==> src/rtl/sram_ctrl_pkg.sv <==
// Shared constants, pin encodings and FSM state type for the SRAM sequencer.
package sram_ctrl_pkg;

  localparam int unsigned MEM_ADDR_WIDTH = 8;
  localparam int unsigned DATA_WIDTH     = 32;

  // SRAM control pins are active-low: cs_ low enables, rw_ low writes.
  localparam logic CS_ENABLE  = 1'b0;
  localparam logic CS_DISABLE = 1'b1;
  localparam logic RW_READ    = 1'b1;
  localparam logic RW_WRITE   = 1'b0;

  typedef enum logic [1:0] {
    SC_IDLE   = 2'd0,
    SC_ACCESS = 2'd1,
    SC_RESP   = 2'd2,
    SC_INIT   = 2'd3
  } sc_state_e;

  function automatic logic rw_of(input logic we);
    return we ? RW_WRITE : RW_READ;
  endfunction

endpackage

==> src/rtl/sram_ctrl.sv <==
// Single-word req/ack sequencer in front of the on-chip SRAM, with a
// fill engine that sweeps every address with INIT_VALUE on command.
module sram_ctrl
  import sram_ctrl_pkg::*;
#(
  parameter int unsigned       ADDR_W     = MEM_ADDR_WIDTH,
  parameter int unsigned       DATA_W     = DATA_WIDTH,
  parameter logic [DATA_W-1:0] INIT_VALUE = '0
) (
  input  logic              clk,
  input  logic              reset_,
  input  logic              req,
  input  logic              we,
  input  logic [ADDR_W-1:0] addr,
  input  logic [DATA_W-1:0] wdata,
  output logic              ack,
  output logic [DATA_W-1:0] rdata,
  output logic              rvalid,
  output logic              busy,
  input  logic              init_start,
  output logic              init_done,
  output logic [ADDR_W-1:0] mem_addr,
  output logic [DATA_W-1:0] mem_idata,
  input  logic [DATA_W-1:0] mem_odata,
  output logic              mem_cs_,
  output logic              mem_rw_
);

  localparam logic [ADDR_W-1:0] CNT_MAX = '1;

  sc_state_e         state, state_d;
  logic [ADDR_W-1:0] cnt, cnt_d;
  logic [ADDR_W-1:0] mem_addr_d;
  logic [DATA_W-1:0] mem_idata_d;
  logic              cs_d, rw_d;
  logic [DATA_W-1:0] rdata_d;
  logic              ack_d, rvalid_d, init_done_d, busy_d;

  // Next-state and next-output logic; every pin register is recomputed each cycle.
  always_comb begin
    state_d     = state;
    cnt_d       = cnt;
    mem_addr_d  = mem_addr;
    mem_idata_d = mem_idata;
    cs_d        = CS_DISABLE;
    rw_d        = RW_READ;
    rdata_d     = rdata;
    ack_d       = 1'b0;
    rvalid_d    = 1'b0;
    init_done_d = 1'b0;

    unique case (state)
      SC_IDLE: begin
        if (init_start) begin
          state_d     = SC_INIT;
          cnt_d       = '0;
          mem_addr_d  = '0;
          mem_idata_d = INIT_VALUE;
          cs_d        = CS_ENABLE;
          rw_d        = RW_WRITE;
        end else if (req) begin
          state_d     = SC_ACCESS;
          mem_addr_d  = addr;
          mem_idata_d = wdata;
          cs_d        = CS_ENABLE;
          rw_d        = rw_of(we);
        end
      end
      SC_ACCESS: begin
        state_d  = SC_RESP;
        ack_d    = 1'b1;
        rvalid_d = (mem_rw_ == RW_READ);
        if (mem_rw_ == RW_READ) begin
          rdata_d = mem_odata;
        end
      end
      SC_RESP: begin
        state_d = SC_IDLE;
      end
      SC_INIT: begin
        // The write of mem_addr == cnt commits at this edge; stop after the top address.
        if (cnt == CNT_MAX) begin
          state_d     = SC_IDLE;
          cnt_d       = '0;
          init_done_d = 1'b1;
        end else begin
          cnt_d       = cnt + ADDR_W'(1);
          mem_addr_d  = cnt + ADDR_W'(1);
          mem_idata_d = INIT_VALUE;
          cs_d        = CS_ENABLE;
          rw_d        = RW_WRITE;
        end
      end
      default: begin
        state_d = SC_IDLE;
      end
    endcase

    busy_d = (state_d != SC_IDLE);
  end

  always_ff @(posedge clk) begin
    if (!reset_) begin
      state     <= SC_IDLE;
      cnt       <= '0;
      mem_addr  <= '0;
      mem_idata <= '0;
      mem_cs_   <= CS_DISABLE;
      mem_rw_   <= RW_READ;
      rdata     <= '0;
      ack       <= 1'b0;
      rvalid    <= 1'b0;
      init_done <= 1'b0;
      busy      <= 1'b0;
    end else begin
      state     <= state_d;
      cnt       <= cnt_d;
      mem_addr  <= mem_addr_d;
      mem_idata <= mem_idata_d;
      mem_cs_   <= cs_d;
      mem_rw_   <= rw_d;
      rdata     <= rdata_d;
      ack       <= ack_d;
      rvalid    <= rvalid_d;
      init_done <= init_done_d;
      busy      <= busy_d;
    end
  end

endmodule

==> config.mk <==
export PLATFORM = sky130hd
export DESIGN_NAME = sram_ctrl
export DESIGN_NICKNAME = d
export VERILOG_FILES = /design/src/rtl/sram_ctrl_pkg.sv /design/src/rtl/sram_ctrl.sv
export SDC_FILE = /design/constraint.sdc
export NUM_CORES = 1
export LEC_CHECK = 0
export ABC_AREA = 1
export BUFFER_PORTS_ARGS = -buffer_cell sky130_fd_sc_hd__buf_2
export CAP_MARGIN = 40
export CORE_ASPECT_RATIO = 0.8
export CORE_MARGIN = 1
export CORE_UTILIZATION = 30
export DETAILED_ROUTE_END_ITERATION = 8
export GPL_TIMING_DRIVEN = 0
export PLACE_DENSITY = 0.53
export SYNTH_ARGS = -nofsm -noshare
export SYNTH_HDL_FRONTEND = slang
export SYNTH_SLANG_ARGS = --single-unit
==> constraint.sdc <==
create_clock -name clk -period 1.3 [get_ports clk]
set_input_delay 0.195 -clock clk [delete_from_list [all_inputs] [get_ports clk]]
set_output_delay 0.195 -clock clk [all_outputs]
set_load 0.01 [all_outputs]
### After elaboration in Yosys (flattened, before gate mapping)

Index checks and enable logic that the tools add are counted.

* add/subtract/negate cells: 1
* mux-type cells: 24
* eq/ne operators: 7
* reductions and logical operators: 8

Operator list (number)
* $mux W32: 3
* $pmux W32 S2: 1
* $mux W8: 5
* $pmux W8 S2: 2
* $add A8 B1 Y8 const B: 1
* $eq A8 B8 Y1 const B: 1
* $pmux W2 S4: 1
* $reduce_and A2 Y1: 4
* $mux W1: 7
* $mux W2: 3
* $eq A2 B2 Y1 const B: 2
* $ne A2 B2 Y1 const B: 2
* $pmux W1 S2: 2
* $reduce_bool A2 Y1: 2
* $ne A3 B3 Y1 const B: 1
* $reduce_and A3 Y1: 1
* $eq A2 B1 Y1 const B: 1
* $logic_not A2 Y1: 1

* bits of input ports: 77
* word-level logic and storage cells: 51
* register bits after elaboration: 88
* output and inout bits: 78

### Longest topological paths before layout

Gate-level depths: netlist of run 1.

* depth after elaboration: 4
* depth in mapped cells: 9
* mapped depth without buffers: 8

### Worst setup path before layout of run 1

No wires, ideal clock.

* kind: reg2reg
* start: register cnt[0]
* end: register mem_idata[11]
* arrival: 1319 ps
* stages on the path, launching flop included: 10
* path buffers: 2
* library setup time: 114 ps
* slack: -134 ps
* cells stage by stage: dfxtp_1 > ha_1 > nand2_2 > nor2_4 > nand3_4 > nand3_4 > buf_6 > buf_6 > a21oi_1 > nor2_2

* longest elaborated chain between the ends: 3

Ends and longest elaborated chain
* start: declaration: RTL line sram_ctrl.sv:32 `logic [ADDR_W-1:0] cnt, cnt_d;`
* start signal: assignment: RTL line sram_ctrl.sv:117 `cnt <= cnt_d;`
* $eq A8 B8 Y1: RTL line sram_ctrl.sv:82 `if (cnt == CNT_MAX) begin`
* $ne A2 B2 Y1 (no source line)
* $reduce_and A3 Y1 (no source line)
* end signal: assignment: RTL line sram_ctrl.sv:119 `mem_idata <= mem_idata_d;`
* end: declaration: RTL line sram_ctrl.sv:23 `output logic [DATA_W-1:0] mem_idata,`

Every way passes these cells.
A chain may end at the register's enable or synchronous reset.

### Worst setup path in the final report of run 1

* start: register cnt[1]
* end: register mem_idata[19]

Same word-level chain as after synthesis.

==> results of run 1 <==
==> per-layer routing <==
layer  track usage  vias to the layer above  wire length (um)
li1              -                     2059                 -
met1        0.2301                     1769              5345
met2        0.2926                      140              5274
met3       0.07330                       12               913
met4       0.05037                        0               121
met5             0                        -                 0
==> power by group through the flow <==
| stage | Sequential [mW] | Combinational, mW | Clock, mW |
|---|---|---|---|
| floorplan | 4.75 | 3.35 | 0 |
| global placement | 4.23 | 5.71 | 0 |
| finish | 4.25 | 8.20 | 2.63 |
| global route | 4.39 | 9.02 | 2.85 |
| CTS | 4.25 | 7.53 | 2.72 |
| detailed placement | 4.29 | 5.79 | 0 |
==> sequential cells by signal, summed over array words and instances, names as in the netlist, 2 cells and up <==
register and flops:
mem_idata 32, rdata 32, cnt 8, mem_addr 8
state 2
==> synth_stat cells, types with 4 or more instances <==
cell type and instances:
nand2_1 125, nor2_1 116, dfxtp_1 88, inv_1 64, a21oi_1 41, o21ai_0 40
nand3_1 14, clkbuf_1 13, nor2_2 10, buf_2 7, nand4_1 5, ha_1 4
==> kinds of logic (layout without fill, tap and decap cells) <==
| logic type | count (synthesis) | count (layout) |
|---|---|---|
| flops | 88 | 88 |
| buf+inv | 92 | 284 |
| fa+ha+maj | 4 | 4 |
| simple gates | 278 | 278 |
| compound gates | 85 | 85 |
==> repair_timing <==
action | 4_1_cts | 5_1_grt
endpoints found under the setup margin | 82 | 82
setup buffers | 19 | 0
resized for setup | 88 | 75
cloned | 3 | 1
pin swaps | 16 | 26
==> final timing paths <==
| check | start | endpoint | slack (ns) | depth (start not counted) |
|---|---|---|---|---|
| setup / recovery | cnt[1]$_SDFFE_PN0P_ | mem_idata[19]$_SDFFE_PN0P_ | -0.18 | 10 |
| hold / removal | mem_odata[27] | rdata[27]$_SDFFE_PN0P_ | 0.08 | 3 |
| setup reg to reg | cnt[1]$_SDFFE_PN0P_ | mem_idata[19]$_SDFFE_PN0P_ | -0.18 | 10 |
| hold reg to reg | rdata[21]$_SDFFE_PN0P_ | rdata[21]$_SDFFE_PN0P_ | 0.48 | 2 |
==> worst min-delay path: stages <==
cell and delay [ns]:
buf_2 0.07, o21ai_1 0.06, nor2_1 0.07
==> final cells by class <==
class	instances	area share
plain buffers	27	0.04493
clock buffers	13	0.04429
clock inverters	3	0.006814
inverters	64	0.04344
multi-input cells	367	0.3426
flip-flops and latches	88	0.3037
well taps	171	0.03641
repair buffers	177	0.1778
==> through the flow <==
stage | utilization | instance area, sq um
final | 0.4813 | 5876
after global routing | 0.4813 | 5876
after CTS | 0.4649 | 5675
after detailed placement | 0.3994 | 4876
after global placement | 0.3994 | 4876
after floorplan | - | 3891
==> impl_metrics.toml, run 1 <==
[run_status]
outcome = "complete, but fails checks"
violations = "setup timing"

[sta]
rsz0062_at_grt = "yes"
setup_viol = 46
worst_hold_slack_ns = 0.08488
setup_ws_ns = -0.1801
final.min_clock_period_ns = 1.480
worst_pin_slew_ns = 0.6792
final_hold_viol_count = 0
tns_ns = -6.349
drv_slew = 0
finalClockSkew_ns = 0.004825
period_share = 1.139
slew-limit-headroom = 0.5472
clock.fmax_mhz = 675.6

[die]
io-pin-count = 155
coreArea_sq_mm = 0.01221
die_y_um = 102.4
die_x_um = 127.5
rows = 36
start_util = 0.3097
design.die.area_sq_mm = 0.01305

[critical_path]
crit_arrival_ns = 1.72
worstPathMaxFanout = 5
cpLargestDelayFamily = "simple AND/OR/NAND/NOR gates"
cpPeakStageDelay_ns = 0.36
crit_chain = "ha_4, nand2_4, nor2_4, nand3_4, nand3_4, buf_12, clkbuf_16, nand2_1, nand2_1, nor2_2"
cp.buffers_inverters = 2
worstPathRequired_ns = 1.54
worst_setup_path_end_kind = "flop"
crit_slowest_cell = "dfxtp_4"
crit_type = "flop to flop"
start_kind = "flop"

[pwr]
switching_share = 0.3949
p_switching_mw = 5.957
p_seq_frac = 0.282
pwr_density_cell_mw_per_mm2 = 2567
leakage_nw = 2.850
clkPwrFrac = 0.174
finalPower_mw = 15.08
ir_drop_mv = 1.293
comb_power_share = 0.544
p_int_mw = 9.128

[grt]
grt_start_max_net_pins = 14
grt_overflow = 0
grt_usage = 0.1834
antenna_found_initial = 0
grt_pass1_wl_um = 18340
grt_pass1_vias = 3733

[clocking]
clockBufferDepth = 2
numClockSinks = 88
htreeDepth = 3
cts_tree = "built"
clock_latency_ns = 0.34
clk_pin_slew_ns = 0.06
root_buffer = "clkbuf_16"
holdBufCountCts = 0
cts_buffers = 9

[min_path]
hold_class = "input pin to flop"

[synth]
async_flop_share = 0
synth_nets = 628
netlist_instances = 547
yosysSeqAreaShare = 0.4661
synth_fa_ha_area_frac = 0.01324
yosys_warnings = 0
synth.distinct_cells = 21
synthSimpleGateAreaFrac = 0.3045
post-synth-top-area-cell = "dfxtp_1"
muxShareOfSynthArea = 0
synth_edf_count = 0
synth_ff_type = "dfxtp_1"
avgSynthCellArea_sq_um = 6.910
syn_area_sq_mm = 0.003780
synth_compound_gate_area_share = 0.1155
yosysTopAreaCellShare = 0.4661
yosys.area_share.xor_xnor = 0
synth_top_family_by_area = "simple AND/OR/NAND/NOR gates"
synth-seq-cells = 88
yosys-top-cells-area = "dfxtp_1, nand2_1, nor2_1"

[detailed_routing]
drt_iter0_drc = 119
wl_per_cell_um = 12.81
dr_total_vias = 3980
routed_wl_um = 11660
vias_per_cell = 4.374
drtAntennaViolNets = 0
route.detailed.drc = 0
first_pass_iters = 4

[place]
place_congestion = 0.8276
dp_slack_ns = -0.3360
io_buffers = 154
dpl.hpwl_um = 8286
dp.cells = 872

[finish]
multiInputGateArea_sq_mm = 0.002013
n_antenna_cell = 0
final_common_cell = "buf_2"
synthToLayoutAreaGrowth_pct = 55.45
final_cell_mix = "buf_2, nor2_1, nand2_1"
num-fill-cells = 1265
instances_no_fill = 910
register_area_sq_mm = 0.001784
drive_above_1_share = 0.4235
nNetsFinal = 815

[run]
maxCapViolCount = 0
No activity file was read; power rests on OpenSTA's default activity.
==> inputs of run 2 (changes only) <==
--- a/config.mk
+++ b/config.mk
@@ -9,7 +9,7 @@
 export BUFFER_PORTS_ARGS = -buffer_cell sky130_fd_sc_hd__buf_2
 export CAP_MARGIN = 40
 export CORE_ASPECT_RATIO = 0.8
-export CORE_MARGIN = 1
+export CORE_MARGIN = 2
 export CORE_UTILIZATION = 30
 export DETAILED_ROUTE_END_ITERATION = 8
 export GPL_TIMING_DRIVEN = 0
==> impl_metrics.toml, run 2 (same netlist as run 1, synthesis figures left out) <==
[sta]
rsz0062_at_grt = "yes"
slew-limit-headroom = 0.6032
period_share = 1.124
worst_pin_slew_ns = 0.5952
finalClockSkew_ns = 0.008390
worst_hold_slack_ns = 0.08965
final.min_clock_period_ns = 1.461
final_hold_viol_count = 0
setup_ws_ns = -0.1608
clock.fmax_mhz = 684.6
setup_viol = 47
drv_slew = 0

[detailed_routing]
dr_total_vias = 4043
wl_per_cell_um = 13.04
route.detailed.drc = 0
first_pass_iters = 4
vias_per_cell = 4.438
drt_iter0_drc = 101
routed_wl_um = 11880
drtAntennaViolNets = 0

[critical_path]
crit_chain = "ha_4, nand2_4, nor2_4, nand3_4, nand3_4, buf_6, buf_16, nand2_2, nand2_1, nor2_1"
worstPathRequired_ns = 1.53
r2r_setup_slack_ns = -0.16
start_kind = "flop"
critPathMostFrequentCell = "nand3_4"
crit_slowest_cell = "dfxtp_4"
crit_type = "flop to flop"
cpLargestDelayFamily = "simple AND/OR/NAND/NOR gates"
crit_arrival_ns = 1.69
worstPathMaxFanout = 7
cpPeakStageDelay_ns = 0.36
cp.buffers_inverters = 2
worst_setup_path_end_kind = "flop"

[clocking]
cts_buffers = 9
numClockSinks = 88
htreeDepth = 3
root_buffer = "clkbuf_16"
clk_pin_slew_ns = 0.06
clockBufferDepth = 2
cts_tree = "built"
holdBufCountCts = 0
clock_latency_ns = 0.34

[place]
place_congestion = 0.8684
io_buffers = 154
dp.cells = 872
dpl.hpwl_um = 8381

[min_path]
hold_class = "input pin to flop"

[pwr]
switching_share = 0.4013
ir_drop_mv = 1.060
p_seq_frac = 0.300
p_int_mw = 8.544
leakage_nw = 2.807
pwr_density_cell_mw_per_mm2 = 2492
clkPwrFrac = 0.179
p_switching_mw = 5.728
finalPower_mw = 14.27
comb_power_share = 0.522

[finish]
fin_util = 0.4674
num-fill-cells = 1250
final_common_cell = "buf_2"
synthToLayoutAreaGrowth_pct = 51.51
instances_no_fill = 911
drive_above_1_share = 0.3851
register_area_sq_mm = 0.001784
nNetsFinal = 816
multiInputGateArea_sq_mm = 0.001953
top_regs = "mem_idata: 32 flops, rdata: 32 flops"
final_cell_mix = "buf_2, nand2_1, nor2_1"
n_antenna_cell = 0

[grt]
grt_pass1_vias = 3976
grt_start_max_net_pins = 14
grt_overflow = 0
grt_pass1_wl_um = 18880
antenna_found_initial = 0
grt_usage = 0.1753

[die]
rows = 36
start_util = 0.3085
coreArea_sq_mm = 0.01225
design.die.area_sq_mm = 0.01352
die_x_um = 129.5
io-pin-count = 155
die_y_um = 104.4

[run_status]
violations = "setup timing"
outcome = "complete, but fails checks"

[run]
maxCapViolCount = 0
[run 2: cell count changes in the layout (fill, tap and decap cells not counted), moves of 3 or more]
cell      delta
a21oi_1      +7
a21oi_2     -11
a21oi_4      +4
buf_4        +6
clkbuf_1     +3
clkbuf_8     -3
dfxtp_2      +3
nand2_1     +24
nand2_2     -20
nand2_4      -3
[run 2: timing repair]
item,CTS,global route
setup endpoints to repair,82,81
gates cloned,3,0
resized for setup,75,52
pin swaps,14,9
setup buffers,18,4
[run 2: power by group through the flow]
stage          clock network [mW]  registers (mW)  logic [mW]
4_1_cts                      2.63            4.27        7.05
3_5_place_dp                    0            4.30        5.79
2_1_floorplan                   0            4.75        3.35
3_3_place_gp                    0            4.26        5.73
6_report                     2.55            4.28        7.45
5_1_grt                      2.75            4.40        8.30
[run 2: path summary, 6_finish.rpt]
path / from / to / depth (start not counted)
max: cnt[0]$_SDFFE_PN0P_ / mem_idata[31]$_SDFFE_PN0P_ / 10
min: wdata[11] / mem_idata[11]$_SDFFE_PN0P_ / 3
max reg2reg: cnt[0]$_SDFFE_PN0P_ / mem_idata[31]$_SDFFE_PN0P_ / 10
min reg2reg: rdata[17]$_SDFFE_PN0P_ / rdata[17]$_SDFFE_PN0P_ / 2
[run 2: through the flow]
step / setup TNS (ns) / area [sq um] / setup WS (ns)
after floorplan: -0.4513 / 3891 / -0.03984
after global placement: -19.37 / 4876 / -0.3222
after detailed placement: -20.22 / 4876 / -0.3307
after CTS: -4.994 / 5547 / -0.1371
after global routing: -8.682 / 5727 / -0.2350
final: -5.494 / 5727 / -0.1608
[run 2: worst register-to-register path, stage by stage, from the launching register on]
cell     delay, ns
dfxtp_4       0.36
ha_4          0.15
nand2_4       0.06
nor2_4        0.14
nand3_4       0.10
nand3_4       0.14
buf_6         0.15
buf_16        0.11
nand2_2       0.04
nand2_1       0.06
nor2_1        0.05
[run 2: area by class of cell]
class | instances | area share
plain buffers | 26 | 0.03976
clock buffers | 13 | 0.04195
clock inverters | 3 | 0.007428
inverters | 64 | 0.04457
multi-input cells | 368 | 0.3411
flip-flops and latches | 88 | 0.3116
well taps | 171 | 0.03736
repair buffers | 178 | 0.1763
[run 2: routing by layer]
| metal | vias up | global-route usage | routed length [um] |
|---|---|---|---|
| li1 | 2063 | - | - |
| met1 | 1822 | 0.2117 | 5417 |
| met2 | 144 | 0.2910 | 5329 |
| met3 | 14 | 0.06481 | 998 |
| met4 | 0 | 0.04992 | 130 |
| met5 | - | 0 | 0 |
